## src/rtl/fpu_mul_unit_if.sv

```systemverilog
// Handshake/operand bundle between the FPU main controller and fpu_mul_unit.
// The controller drives the master side; the multiplier exposes the slave side.
interface fpu_mul_unit_if;
  logic        start;
  logic [31:0] a;
  logic [31:0] b;
  logic        ack;
  logic        busy;
  logic        done;
  logic [31:0] result;

  modport master (
    output start, a, b, ack,
    input  busy, done, result
  );

  modport slave (
    input  start, a, b, ack,
    output busy, done, result
  );
endinterface

```

## src/rtl/fpu_mul_unit.sv

```systemverilog
// Sequential binary32 multiplier: shift-add significand product, normalize, specials, held result.
// Define FPU_MUL_RNE_EN for round-to-nearest-even; otherwise the result is truncated.
module fpu_mul_unit (
  input logic           clk,
  input logic           arst,
  fpu_mul_unit_if.slave bus
);

  typedef enum logic [2:0] {
    S_IDLE,
    S_START,
    S_ADD,
    S_SHIFT,
    S_RESULT_SET,
    S_END
  } state_e;

  localparam logic [31:0] QNAN = 32'h7FC0_0000;

  state_e      state_q, state_d;
  logic [31:0] a_q, a_d;
  logic [31:0] b_q, b_d;
  logic        sign_q, sign_d;
  logic        special_q, special_d;
  logic [31:0] special_res_q, special_res_d;
  logic [23:0] mcand_q, mcand_d;
  logic [23:0] mplier_q, mplier_d;
  logic [47:0] prod_q, prod_d;
  logic        carry_q, carry_d;
  logic [4:0]  cnt_q, cnt_d;
  logic [31:0] result_q, result_d;

  // Operand classification; denormals (exp == 0) count as zero.
  logic [7:0] ea, eb;
  logic       a_zero, b_zero, a_inf, b_inf, a_nan, b_nan;
  logic       op_sign, is_special;
  logic [31:0] special_val;

  assign ea     = a_q[30:23];
  assign eb     = b_q[30:23];
  assign a_zero = (ea == 8'h00);
  assign b_zero = (eb == 8'h00);
  assign a_inf  = (ea == 8'hFF) && (a_q[22:0] == 23'd0);
  assign b_inf  = (eb == 8'hFF) && (b_q[22:0] == 23'd0);
  assign a_nan  = (ea == 8'hFF) && (a_q[22:0] != 23'd0);
  assign b_nan  = (eb == 8'hFF) && (b_q[22:0] != 23'd0);
  assign op_sign = a_q[31] ^ b_q[31];

  // NOTE: every variable written in always_comb gets a default first, so no path infers a latch.
  always_comb begin
    is_special  = 1'b1;
    special_val = {op_sign, 31'd0};
    if (a_nan || b_nan || (a_inf && b_zero) || (b_inf && a_zero)) begin
      special_val = QNAN;
    end else if (a_inf || b_inf) begin
      special_val = {op_sign, 8'hFF, 23'd0};
    end else if (a_zero || b_zero) begin
      special_val = {op_sign, 31'd0};
    end else begin
      is_special = 1'b0;
    end
  end

  // Normalization: a set bit47 means the product is in [2,4) and needs one more exponent step.
  logic               norm_hi;
  logic [22:0]        mant_raw;
  logic [23:0]        mant_rnd;
  logic signed [9:0]  exp_base, exp_norm, exp_fin;
  logic               round_up;
  logic [31:0]        packed_res;

  assign norm_hi  = prod_q[47];
  assign mant_raw = norm_hi ? prod_q[46:24] : prod_q[45:23];
  assign exp_base = $signed({2'b00, ea}) + $signed({2'b00, eb}) - 10'sd127;
  assign exp_norm = exp_base + (norm_hi ? 10'sd1 : 10'sd0);

`ifdef FPU_MUL_RNE_EN
  logic guard_bit, sticky_bit;
  assign guard_bit  = norm_hi ? prod_q[23] : prod_q[22];
  assign sticky_bit = norm_hi ? (|prod_q[22:0]) : (|prod_q[21:0]);
  assign round_up   = guard_bit & (sticky_bit | mant_raw[0]);
`else
  logic unused_low_bits;
  assign unused_low_bits = ^prod_q[22:0];
  assign round_up        = 1'b0;
`endif

  // A rounding carry-out leaves the mantissa field at zero and bumps the exponent.
  assign mant_rnd = {1'b0, mant_raw} + {23'd0, round_up};
  assign exp_fin  = exp_norm + (mant_rnd[23] ? 10'sd1 : 10'sd0);

  always_comb begin
    packed_res = {sign_q, exp_fin[7:0], mant_rnd[22:0]};
    if (exp_fin >= 10'sd255) begin
      packed_res = {sign_q, 8'hFF, 23'd0};
    end else if (exp_fin <= 10'sd0) begin
      packed_res = {sign_q, 31'd0};
    end
  end

  always_comb begin
    state_d       = state_q;
    a_d           = a_q;
    b_d           = b_q;
    sign_d        = sign_q;
    special_d     = special_q;
    special_res_d = special_res_q;
    mcand_d       = mcand_q;
    mplier_d      = mplier_q;
    prod_d        = prod_q;
    carry_d       = carry_q;
    cnt_d         = cnt_q;
    result_d      = result_q;

    unique case (state_q)
      S_IDLE: begin
        if (bus.start) begin
          a_d     = bus.a;
          b_d     = bus.b;
          state_d = S_START;
        end
      end

      S_START: begin
        sign_d        = op_sign;
        special_d     = is_special;
        special_res_d = special_val;
        if (is_special) begin
          state_d = S_RESULT_SET;
        end else begin
          prod_d   = 48'd0;
          carry_d  = 1'b0;
          mcand_d  = {1'b1, a_q[22:0]};
          mplier_d = {1'b1, b_q[22:0]};
          cnt_d    = 5'd23;
          state_d  = S_ADD;
        end
      end

      S_ADD: begin
        if (mplier_q[0]) begin
          {carry_d, prod_d[47:24]} = {1'b0, prod_q[47:24]} + {1'b0, mcand_q};
        end
        state_d = S_SHIFT;
      end

      S_SHIFT: begin
        {carry_d, prod_d} = {1'b0, carry_q, prod_q[47:1]};
        mplier_d          = mplier_q >> 1;
        if (cnt_q == 5'd0) begin
          state_d = S_RESULT_SET;
        end else begin
          cnt_d   = cnt_q - 5'd1;
          state_d = S_ADD;
        end
      end

      S_RESULT_SET: begin
        result_d = special_q ? special_res_q : packed_res;
        state_d  = S_END;
      end

      S_END: begin
        // A coincident start is ignored here; a relaunch needs start again in IDLE.
        if (bus.ack) begin
          state_d = S_IDLE;
        end
      end

      default: state_d = S_IDLE;
    endcase
  end

  always_ff @(posedge clk or negedge arst) begin
    if (!arst) begin
      state_q <= S_IDLE;
    end else begin
      // NOTE: sequential state uses non-blocking assignments so every register samples pre-edge values.
      state_q <= state_d;
    end
  end

  // NOTE: the datapath is a handful of flops (no memory arrays), so all of it is reset to known zeros.
  always_ff @(posedge clk or negedge arst) begin
    if (!arst) begin
      a_q           <= 32'd0;
      b_q           <= 32'd0;
      sign_q        <= 1'b0;
      special_q     <= 1'b0;
      special_res_q <= 32'd0;
      mcand_q       <= 24'd0;
      mplier_q      <= 24'd0;
      prod_q        <= 48'd0;
      carry_q       <= 1'b0;
      cnt_q         <= 5'd0;
      result_q      <= 32'd0;
    end else begin
      a_q           <= a_d;
      b_q           <= b_d;
      sign_q        <= sign_d;
      special_q     <= special_d;
      special_res_q <= special_res_d;
      mcand_q       <= mcand_d;
      mplier_q      <= mplier_d;
      prod_q        <= prod_d;
      carry_q       <= carry_d;
      cnt_q         <= cnt_d;
      result_q      <= result_d;
    end
  end

  assign bus.busy   = (state_q != S_IDLE);
  assign bus.done   = (state_q == S_END);
  assign bus.result = result_q;

endmodule

```

## src/flat_wrapper.sv

```systemverilog
// flat-port wrapper written by rule: the top's interface ports become plain ports
module fpu_mul_unit_flat 
  (clk, arst, bus_start, bus_a, bus_b, bus_ack, bus_busy, bus_done, bus_result);
  fpu_mul_unit_if bus_i ();
  input logic clk;
  input logic arst;
  input wire logic [$bits(bus_i.start)-1:0] bus_start;
  input wire logic [$bits(bus_i.a)-1:0] bus_a;
  input wire logic [$bits(bus_i.b)-1:0] bus_b;
  input wire logic [$bits(bus_i.ack)-1:0] bus_ack;
  output wire logic [$bits(bus_i.busy)-1:0] bus_busy;
  output wire logic [$bits(bus_i.done)-1:0] bus_done;
  output wire logic [$bits(bus_i.result)-1:0] bus_result;
  assign bus_i.start = bus_start;
  assign bus_i.a = bus_a;
  assign bus_i.b = bus_b;
  assign bus_i.ack = bus_ack;
  assign bus_busy = bus_i.busy;
  assign bus_done = bus_i.done;
  assign bus_result = bus_i.result;
  fpu_mul_unit u_core (.clk(clk), .arst(arst), .bus(bus_i));
endmodule
```

## config.mk

```make
export PLATFORM = sky130hd
export DESIGN_NAME = fpu_mul_unit_flat
export DESIGN_NICKNAME = d
export VERILOG_FILES = /design/src/rtl/fpu_mul_unit_if.sv /design/src/rtl/fpu_mul_unit.sv /design/src/flat_wrapper.sv
export SDC_FILE = /design/constraint.sdc
export NUM_CORES = 1
export LEC_CHECK = 0
export CORE_MARGIN = 3
export CORE_UTILIZATION = 52
export DETAILED_ROUTE_END_ITERATION = 10
export PLACE_DENSITY = 0.77
export SYNTH_ARGS = -nofsm -noshare
export SYNTH_HDL_FRONTEND = slang
export SYNTH_SLANG_ARGS = --single-unit
```

## constraint.sdc

```tcl
create_clock -name clk -period 3 [get_ports clk]
set_clock_uncertainty 0.1 [all_clocks]
set_input_delay 0.6 -clock clk [delete_from_list [all_inputs] [get_ports clk]]
set_output_delay 0.6 -clock clk [all_outputs]
set_load 0.1 [all_outputs]
```

==> results of run 1 <==
-- worst max-delay path by stage --
stage / start / cells after the start / slack, ns / endpoint
2_1_floorplan: u_core.b_q[24] / 11 / -0.13 / u_core.bus.result[10]
4_1_cts: u_core.a_q[23] / 14 / -0.07 / u_core.bus.result[21]
3_3_place_gp: u_core.prod_q[24] / 11 / -0.01 / u_core.prod_q[46]
5_1_grt: u_core.a_q[23] / 15 / -0.18 / u_core.bus.result[20]
3_5_place_dp: u_core.b_q[23] / 13 / -0.11 / u_core.bus.result[1]
6_report: u_core.a_q[23] / 15 / -0.08 / u_core.bus.result[21]
-- timing repair --
action | CTS | global route
resized for setup | 18 | 16
buffers inserted | 10 | 6
pin swaps | 21 | 15
cloned | 1 | 0
setup endpoints to repair | 29 | 36
-- through the flow --
step / worst slack [ns] / hold WS (ns) / TNS (ns)
2_1_floorplan: -0.1299 / 0.2044 / -2.648
6_report: -0.08016 / 0.03764 / -0.9077
3_5_place_dp: -0.1055 / 0.3631 / -1.892
5_1_grt: -0.1849 / 0.06150 / -3.683
3_3_place_gp: -0.01287 / 0.3631 / -0.01307
4_1_cts: -0.06501 / 0.03956 / -0.9706
-- cells by family (layout without fill, tap and decap cells) --
family                   Yosys count  count (layout)  synth area share, %
buffers and inverters             56             224                2.967
multiplexers                     113             113                12.95
AND/OR/NAND/NOR                  275             275                13.33
other                              0               1                    0
flip-flops                       183             183                47.83
XOR/XNOR                          26              26                2.614
AO/OA/AOI/OAI                    202             202                15.32
adder cells (fa/ha/maj)           37              37                4.992
-- worst max-delay path, stage by stage, from the launching register on --
cell,delay [ns]
sky130_fd_sc_hd__dfrtp_1,0.38
sky130_fd_sc_hd__ha_2,0.21
sky130_fd_sc_hd__fa_2,0.37
sky130_fd_sc_hd__a211oi_2,0.18
sky130_fd_sc_hd__buf_4,0.17
sky130_fd_sc_hd__o21a_1,0.17
sky130_fd_sc_hd__buf_4,0.13
sky130_fd_sc_hd__nor4_4,0.04
sky130_fd_sc_hd__buf_4,0.16
sky130_fd_sc_hd__buf_6,0.11
sky130_fd_sc_hd__a31o_4,0.22
sky130_fd_sc_hd__o31ai_4,0.18
sky130_fd_sc_hd__nand2b_4,0.23
sky130_fd_sc_hd__buf_12,0.12
sky130_fd_sc_hd__buf_12,0.12
sky130_fd_sc_hd__o21ai_2,0.06
-- flip-flops by register name, indices dropped and copies added (netlist names) --
register and cells:
u_core.state_q 3, u_core.mplier_q 24, u_core.b_q 32, u_core.carry_q 1, u_core.mcand_q 24, u_core.special_res_q 3
u_core.bus.result 32, u_core.a_q 32, u_core.special_q 1, u_core.sign_q 1, u_core.prod_q 25, u_core.cnt_q 5
-- final cells by class --
class	count	area share, %
multi-input cells	653	40.73
flip-flops and latches	183	38.28
repair buffers	177	13.33
clock buffers	19	3.702
well taps	225	2.353
clock inverters	12	1.077
inverters	16	0.5020
diodes	1	0.02092
-- per-layer routing --
layer / GRT usage [%] / vias up
met3: 4.685 / 32
li1: - / 3562
met5: 0 / -
met1: 29.54 / 3646
met2: 36.89 / 201
met4: 7.323 / 0
-- cell usage after synthesis, types with 8 or more instances --
library cell,count,area share [%]
sky130_fd_sc_hd__dfrtp_1,183,48
sky130_fd_sc_hd__nand2_1,106,4.2
sky130_fd_sc_hd__mux2_2,87,10
sky130_fd_sc_hd__nor2_1,77,3.0
sky130_fd_sc_hd__ha_1,35,4.6
sky130_fd_sc_hd__o21ai_0,34,1.8
sky130_fd_sc_hd__clkbuf_1,30,1.2
sky130_fd_sc_hd__a31oi_1,27,1.8
sky130_fd_sc_hd__mux2i_1,26,2.7
sky130_fd_sc_hd__a21oi_1,23,1.2
sky130_fd_sc_hd__o21ai_2,20,1.8
sky130_fd_sc_hd__a21o_1,17,1.3
sky130_fd_sc_hd__inv_1,16,0.63
sky130_fd_sc_hd__nor4_1,15,0.98
sky130_fd_sc_hd__nand3_1,14,0.73
sky130_fd_sc_hd__xnor2_1,14,1.3
sky130_fd_sc_hd__a221oi_1,12,1.1
sky130_fd_sc_hd__nor3_1,11,0.57
sky130_fd_sc_hd__a22oi_1,10,0.78
sky130_fd_sc_hd__and3_1,10,0.65
sky130_fd_sc_hd__xor2_1,10,0.91
sky130_fd_sc_hd__nor2b_1,8,0.52
sky130_fd_sc_hd__o211ai_1,8,0.63
==> summary.json, run 1 <==
{
  "route": {
    "detail_route.first_pass.iterations": 5,
    "wirelength_mm": 22.08,
    "routed_wire_length_per_instance_um": 17.17,
    "topRoutingLayerUsed": "met4",
    "routed_via_density": 5.786,
    "detailroute.via_count": 7441,
    "drt.antenna.violating_nets": 0,
    "detailroute.wirelength.met3_mm": 1.043,
    "detailroute.wirelength.met2_mm": 10.91,
    "drc_violations_left": 0,
    "m1WireLength_mm": 9.676,
    "initialDrtViolationCount": 540
  },
  "critical_path": {
    "worstRegToRegCells": 15,
    "path_class": "flop to flop",
    "setup.worst_path.start_class": "flop",
    "critical_path.max_fanout": 8,
    "critical_path.reg2reg.endpoint": "u_core.bus.result[21]",
    "required_ns": 3.21,
    "worst-endpoint-arrival_ns": 3.29,
    "worstSetupEndpointType": "flop",
    "reg2reg_setup_slack_ns": -0.08,
    "critical_path.reg2reg.startpoint": "u_core.a_q[23]"
  },
  "final_layout": {
    "n_fill_cell": 1330,
    "area_delta_synth_final_pct": 24.96,
    "final_cell_area_um2": 11960,
    "final_cell_count_no_fill": 1286,
    "multi_input_area_um2": 4873,
    "mostFrequentLayoutCell": "sky130_fd_sc_hd__dfrtp_1",
    "finish.net_count": 1153,
    "final_cell_mix": "sky130_fd_sc_hd__dfrtp_1 (183), sky130_fd_sc_hd__nand2_1 (105), sky130_fd_sc_hd__buf_4 (98), sky130_fd_sc_hd__mux2_2 (87), sky130_fd_sc_hd__nor2_1 (74)",
    "fin_util_pct": 67.76,
    "post_route_cells_drive_above_1_share_pct": 27.74,
    "seq_cell_area_um2": 4579
  },
  "global_routing": {
    "via_count_of_the_first_global_routing_pass": 7303,
    "antenna_violations_before_repair": 0,
    "grt-ovfl-total": 0,
    "grt_max_degree": 56,
    "grt.total_usage_pct": 22.32,
    "grt_pass1_wl_mm": 36.17
  },
  "sta": {
    "finalHoldViolations": 0,
    "setup_repair_after_global_routing_missed_its_margin": "true",
    "rel_slew_slack_pct": 62.44,
    "report.final.slew_viol_count": 0,
    "layout_min_cycle_time_ns": 3.080,
    "layout_setup_ws_ns": -0.08016,
    "period_share_pct": 102.7,
    "setup_viol_count_final": 14,
    "tightestPinTransition_ns": 0.5634,
    "timing.fmax_mhz": 324.7
  },
  "floorplan": {
    "std_cell_rows": 48,
    "io_pins": 102,
    "floorplan.die_area_um2": 20080,
    "core-area_um2": 17660,
    "initial_core_util_pct": 54.22,
    "floorplan.die.height_um": 141.7,
    "die_width_um": 141.7
  },
  "placed_design": {
    "place.detailed.instances": 1239,
    "post_dp_cell_area_um2": 11090,
    "post-dp-hpwl_mm": 15.46,
    "globalplace.congestion": 0.9002,
    "port-buffer-count": 101
  },
  "logic_synthesis": {
    "count_of_different_cell_masters_after_synthesis": 80,
    "mappedNetlistArea_um2": 9574,
    "yosys_warns": 0,
    "synth_nets": 997,
    "ys_async_sr_fraction_pct": 100.0,
    "synth.avg_cell_area_um2": 10.73,
    "dominantRegCellSynth": "sky130_fd_sc_hd__dfrtp_1",
    "post_synth_edffs": 0,
    "synth_cells": 892,
    "synth_seq_cells": 183,
    "synth-seq-area-share_pct": 47.83
  },
  "clock_tree": {
    "cts_tree": "yes",
    "clkSinkCount": 183,
    "h-tree-depth": 4,
    "insertion_delay_to_the_later_sink_of_the_worst_skew_pair_ns": 0.43,
    "clockRootBuffer": "sky130_fd_sc_hd__clkbuf_16",
    "clkTransAtPathRegs_ns": 0.07,
    "cts_buffer_depth": 2,
    "cts-hold-fix-buffers": 0,
    "numCtsBuffers": 17
  },
  "run_status": {
    "failing_checks": "setup timing",
    "status": "finished, violations left"
  },
  "flow_run": {
    "maxCapViolCount": 0
  },
  "hold_path": {
    "min_path_type": "input pin to asynchronous set/reset pin"
  }
}
Power of run 1 is left out: the tool's default activity adds up to more than one toggle a clock period on the data nets, which glitch-free logic cannot reach.
==> run 2, diff against run 1 <==
Settings changed: SLEW_MARGIN set to 20.
==> results of run 2 <==
The final DEF is identical to that of run 1; final timing and power are the same.
Power of run 2 is left out for the same reason.
==> run 3, diff against run 2 <==
--- a/config.mk
+++ b/config.mk
@@ -10,2 +10,3 @@
 export DETAILED_ROUTE_END_ITERATION = 10
+export MAX_ROUTING_LAYER = met4
 export PLACE_DENSITY = 0.77
==> constraint.sdc (replaced) <==
create_clock -name clk -period 3 [get_ports clk]
set_clock_uncertainty 0.1 [all_clocks]
set_input_delay 0.75 -clock clk [delete_from_list [all_inputs] [get_ports clk]]
set_output_delay 0.75 -clock clk [all_outputs]
set_load 0.1 [all_outputs]
==> summary.json, run 3 (synthesis gave the netlist of run 1 again) <==
{
  "run_status": {
    "status": "finished, violations left",
    "failing_checks": "setup timing"
  },
  "power_and_ir_drop": {
    "power_density_nw_per_um2": 1372,
    "power.share.sequential_pct": 27.3,
    "static-leakage-power_nw": 5.447,
    "net_switching_power_mw": 7.348,
    "clockPowerShare_pct": 13.8,
    "vdd.ir_drop.worst_mv": 0.7950,
    "power_switching_share_pct": 44.33,
    "p_comb_share_pct": 58.8,
    "p_total_mw": 16.58,
    "cellInternalPower_mw": 9.228
  },
  "route": {
    "drc_violations_left": {"value": 0, "change": "unchanged"},
    "initialDrtViolationCount": {"value": 454, "change": "-16%"},
    "drt.antenna.violating_nets": {"value": 0, "change": "unchanged"},
    "detail_route.first_pass.iterations": {"value": 6, "change": "+1"},
    "routed_via_density": {"value": 5.766, "change": "-0.34%"},
    "wirelength": {"value": 22.51, "unit": "mm", "change": "+1.9%"},
    "detailroute.via_count": {"value": 7456, "change": "+0.20%"},
    "routed_wire_length_per_instance": {"value": 17.41, "unit": "um", "change": "+1.4%"}
  },
  "clock_tree": {
    "cts_buffer_depth": {"value": 2, "change": "unchanged"},
    "numCtsBuffers": {"value": 17, "change": "unchanged"},
    "h-tree-depth": {"value": 4, "change": "unchanged"},
    "cts_tree": "yes",
    "insertion_delay_to_the_later_sink_of_the_worst_skew_pair": {"value": 0.43, "unit": "ns", "change": "about the same"},
    "clkSinkCount": {"value": 183, "change": "unchanged"},
    "clockRootBuffer": "sky130_fd_sc_hd__clkbuf_16",
    "clkTransAtPathRegs": {"value": 0.07, "unit": "ns", "change": "about the same"}
  },
  "floorplan": {
    "floorplan.die_area": {"value": 20080, "unit": "um^2", "change": "unchanged"},
    "floorplan.die.height": {"value": 141.7, "unit": "um", "change": "unchanged"},
    "io_pins": {"value": 102, "change": "unchanged"},
    "die_width": {"value": 141.7, "unit": "um", "change": "unchanged"},
    "std_cell_rows": {"value": 48, "change": "unchanged"},
    "initial_core_util": {"value": 54.22, "unit": "%", "change": "unchanged"},
    "core-area": {"value": 17660, "unit": "um^2", "change": "unchanged"}
  },
  "final_layout": {
    "fin_util": {"value": 68.45, "unit": "%", "change": "+0.69 points"},
    "mostFrequentLayoutCell": "sky130_fd_sc_hd__dfrtp_1",
    "area_delta_synth_final_pct": 26.23,
    "post_route_cells_drive_above_1_share": {"value": 28.58, "unit": "%", "change": "+0.85 points"},
    "final_cell_mix": "sky130_fd_sc_hd__dfrtp_1 (183), sky130_fd_sc_hd__buf_4 (107), sky130_fd_sc_hd__nand2_1 (105), sky130_fd_sc_hd__mux2_2 (87), sky130_fd_sc_hd__nor2_1 (74)",
    "finish.net_count": {"value": 1159, "change": "+0.52%"}
  },
  "global_routing": {
    "grt-ovfl-total": {"value": 0, "change": "unchanged"},
    "via_count_of_the_first_global_routing_pass": {"value": 7316, "change": "+0.18%"},
    "grt_max_degree": {"value": 56, "change": "unchanged"},
    "grt.total_usage": {"value": 23.26, "unit": "%", "change": "+0.93 points"},
    "antenna_violations_before_repair": {"value": 0, "change": "unchanged"},
    "grt_pass1_wl": {"value": 36.63, "unit": "mm", "change": "+1.3%"}
  },
  "sta": {
    "setup_viol_count_final": {"value": 24, "change": "+10"},
    "hold_ws": {"value": 0.1913, "unit": "ns", "change": "+0.1536 ns"},
    "timing.fmax": {"value": 314.6, "unit": "MHz", "change": "-3.1%"},
    "finalHoldViolations": {"value": 0, "change": "unchanged"},
    "tightestPinTransition": {"value": 0.6162, "unit": "ns", "change": "+0.05280 ns"},
    "period_share": {"value": 106.0, "unit": "%", "change": "+3.3 points"},
    "tns": {"value": -3.505, "unit": "ns", "change": "-2.597 ns"},
    "layout_min_cycle_time": {"value": 3.179, "unit": "ns", "change": "+0.09838 ns"},
    "rel_slew_slack": {"value": 58.92, "unit": "%", "change": "-3.5 points"},
    "report.final.slew_viol_count": {"value": 0, "change": "unchanged"},
    "layout_setup_ws": {"value": -0.1785, "unit": "ns", "change": "-0.09838 ns"},
    "setup_repair_after_global_routing_missed_its_margin": "true"
  },
  "flow_run": {
    "maxCapViolCount": {"value": 0, "change": "unchanged"}
  },
  "critical_path": {
    "critical_path.max_fanout": {"value": 5, "change": "-3"},
    "worstRegToRegCells": {"value": 15, "change": "unchanged"},
    "worst-endpoint-arrival": {"value": 3.39, "unit": "ns", "change": "+0.10 ns"},
    "reg2reg_setup_slack": {"value": -0.18, "unit": "ns", "change": "-0.10 ns"},
    "worstSetupEndpointType": "flop",
    "path_class": "flop to flop",
    "setup.worst_path.start_class": "flop",
    "required": {"value": 3.22, "unit": "ns", "change": "about the same"},
    "critical_path.reg2reg.startpoint": "u_core.a_q[23]",
    "critical_path.reg2reg.endpoint": "u_core.bus.result[13]"
  },
  "placed_design": {
    "preCtsSetupSlack": {"value": -0.1141, "unit": "ns", "change": "-0.008516 ns"},
    "globalplace.congestion": {"value": 0.8906, "change": "-1.1%"},
    "port-buffer-count": {"value": 101, "change": "unchanged"},
    "post-dp-hpwl": {"value": 15.76, "unit": "mm", "change": "+1.9%"}
  },
  "hold_path": {
    "min_path_type": "input pin to asynchronous set/reset pin"
  }
}
-- run 3: final cells by class --
type / count / area [um^2]
Antenna cell: 1 / 2.502
Timing Repair Buffer: 183 / 1675
Multi-Input combinational cell: 653 / 4880
Sequential cell: 183 / 4579
Clock inverter: 12 / 140.1
Tap cell: 225 / 281.5
Clock buffer: 20 / 466.7
Fill cell: 1343 / 5572
Inverter: 16 / 60.06
-- run 3: timing repair --
action	4_1_cts	5_1_grt
cloned	2	1
setup buffers	5	11
setup endpoints to repair	26	36
pin swaps	10	34
hold buffers	0	0
resized for setup	6	28
-- run 3: metal layers --
metal  GRT usage (%)  up-vias  share of wire (%)
met3           4.449       35                4.5
li1                -     3564                  -
met2           36.82      182                 49
met5               -        -                  0
met1           30.57     3675                 44
met4           7.323        0                2.1
-- run 3: through the flow --
| stage | instance area (um^2) | cells |
|---|---|---|
| 2_1_floorplan | 9593 | 892 |
| 3_3_place_gp | 11120 | 1242 |
| 3_5_place_dp | 11120 | 1242 |
| 4_1_cts | 11860 | 1281 |
| 5_1_grt | 12080 | 1292 |
| 6_report | 12090 | 1293 |
-- run 3: power groups by stage --
stage          clock (mW)  sequential [mW]  combinational (mW)
5_1_grt              2.44             4.67                10.7
3_5_place_dp            0             4.56                9.15
6_report             2.29             4.53                9.75
4_1_cts              2.33             4.51                9.29
2_1_floorplan           0             5.14                5.93
3_3_place_gp            0             4.51                8.91
-- run 3: worst max-delay path by stage --
| stage | start | to | slack (ns) | depth (start not counted) |
|---|---|---|---|---|
| global placement | u_core.b_q[23] | u_core.bus.result[21] | -0.007 | 13 |
| global route | u_core.a_q[23] | u_core.bus.result[13] | -0.26 | 15 |
| detailed placement | u_core.b_q[23] | u_core.bus.result[8] | -0.11 | 13 |
| CTS | u_core.b_q[23] | u_core.bus.result[8] | -0.09 | 14 |
| floorplan | u_core.b_q[24] | u_core.bus.result[10] | -0.13 | 11 |
| finish | u_core.a_q[23] | u_core.bus.result[13] | -0.18 | 15 |
-- run 3: worst max-delay path: stages, from the launching register on --
cell and delay (ns):
sky130_fd_sc_hd__dfrtp_1 0.39, sky130_fd_sc_hd__ha_2 0.21, sky130_fd_sc_hd__fa_2 0.40, sky130_fd_sc_hd__buf_4 0.17
sky130_fd_sc_hd__xor2_4 0.15, sky130_fd_sc_hd__o211ai_1 0.12, sky130_fd_sc_hd__nor4_2 0.23, sky130_fd_sc_hd__buf_4 0.19
sky130_fd_sc_hd__nand3_4 0.09, sky130_fd_sc_hd__o31ai_4 0.07, sky130_fd_sc_hd__nand4_2 0.16, sky130_fd_sc_hd__o31ai_4 0.27
sky130_fd_sc_hd__nand2b_4 0.20, sky130_fd_sc_hd__buf_12 0.13, sky130_fd_sc_hd__clkbuf_16 0.14, sky130_fd_sc_hd__o21ai_2 0.05
No activity file was read; power rests on OpenSTA's default activity.
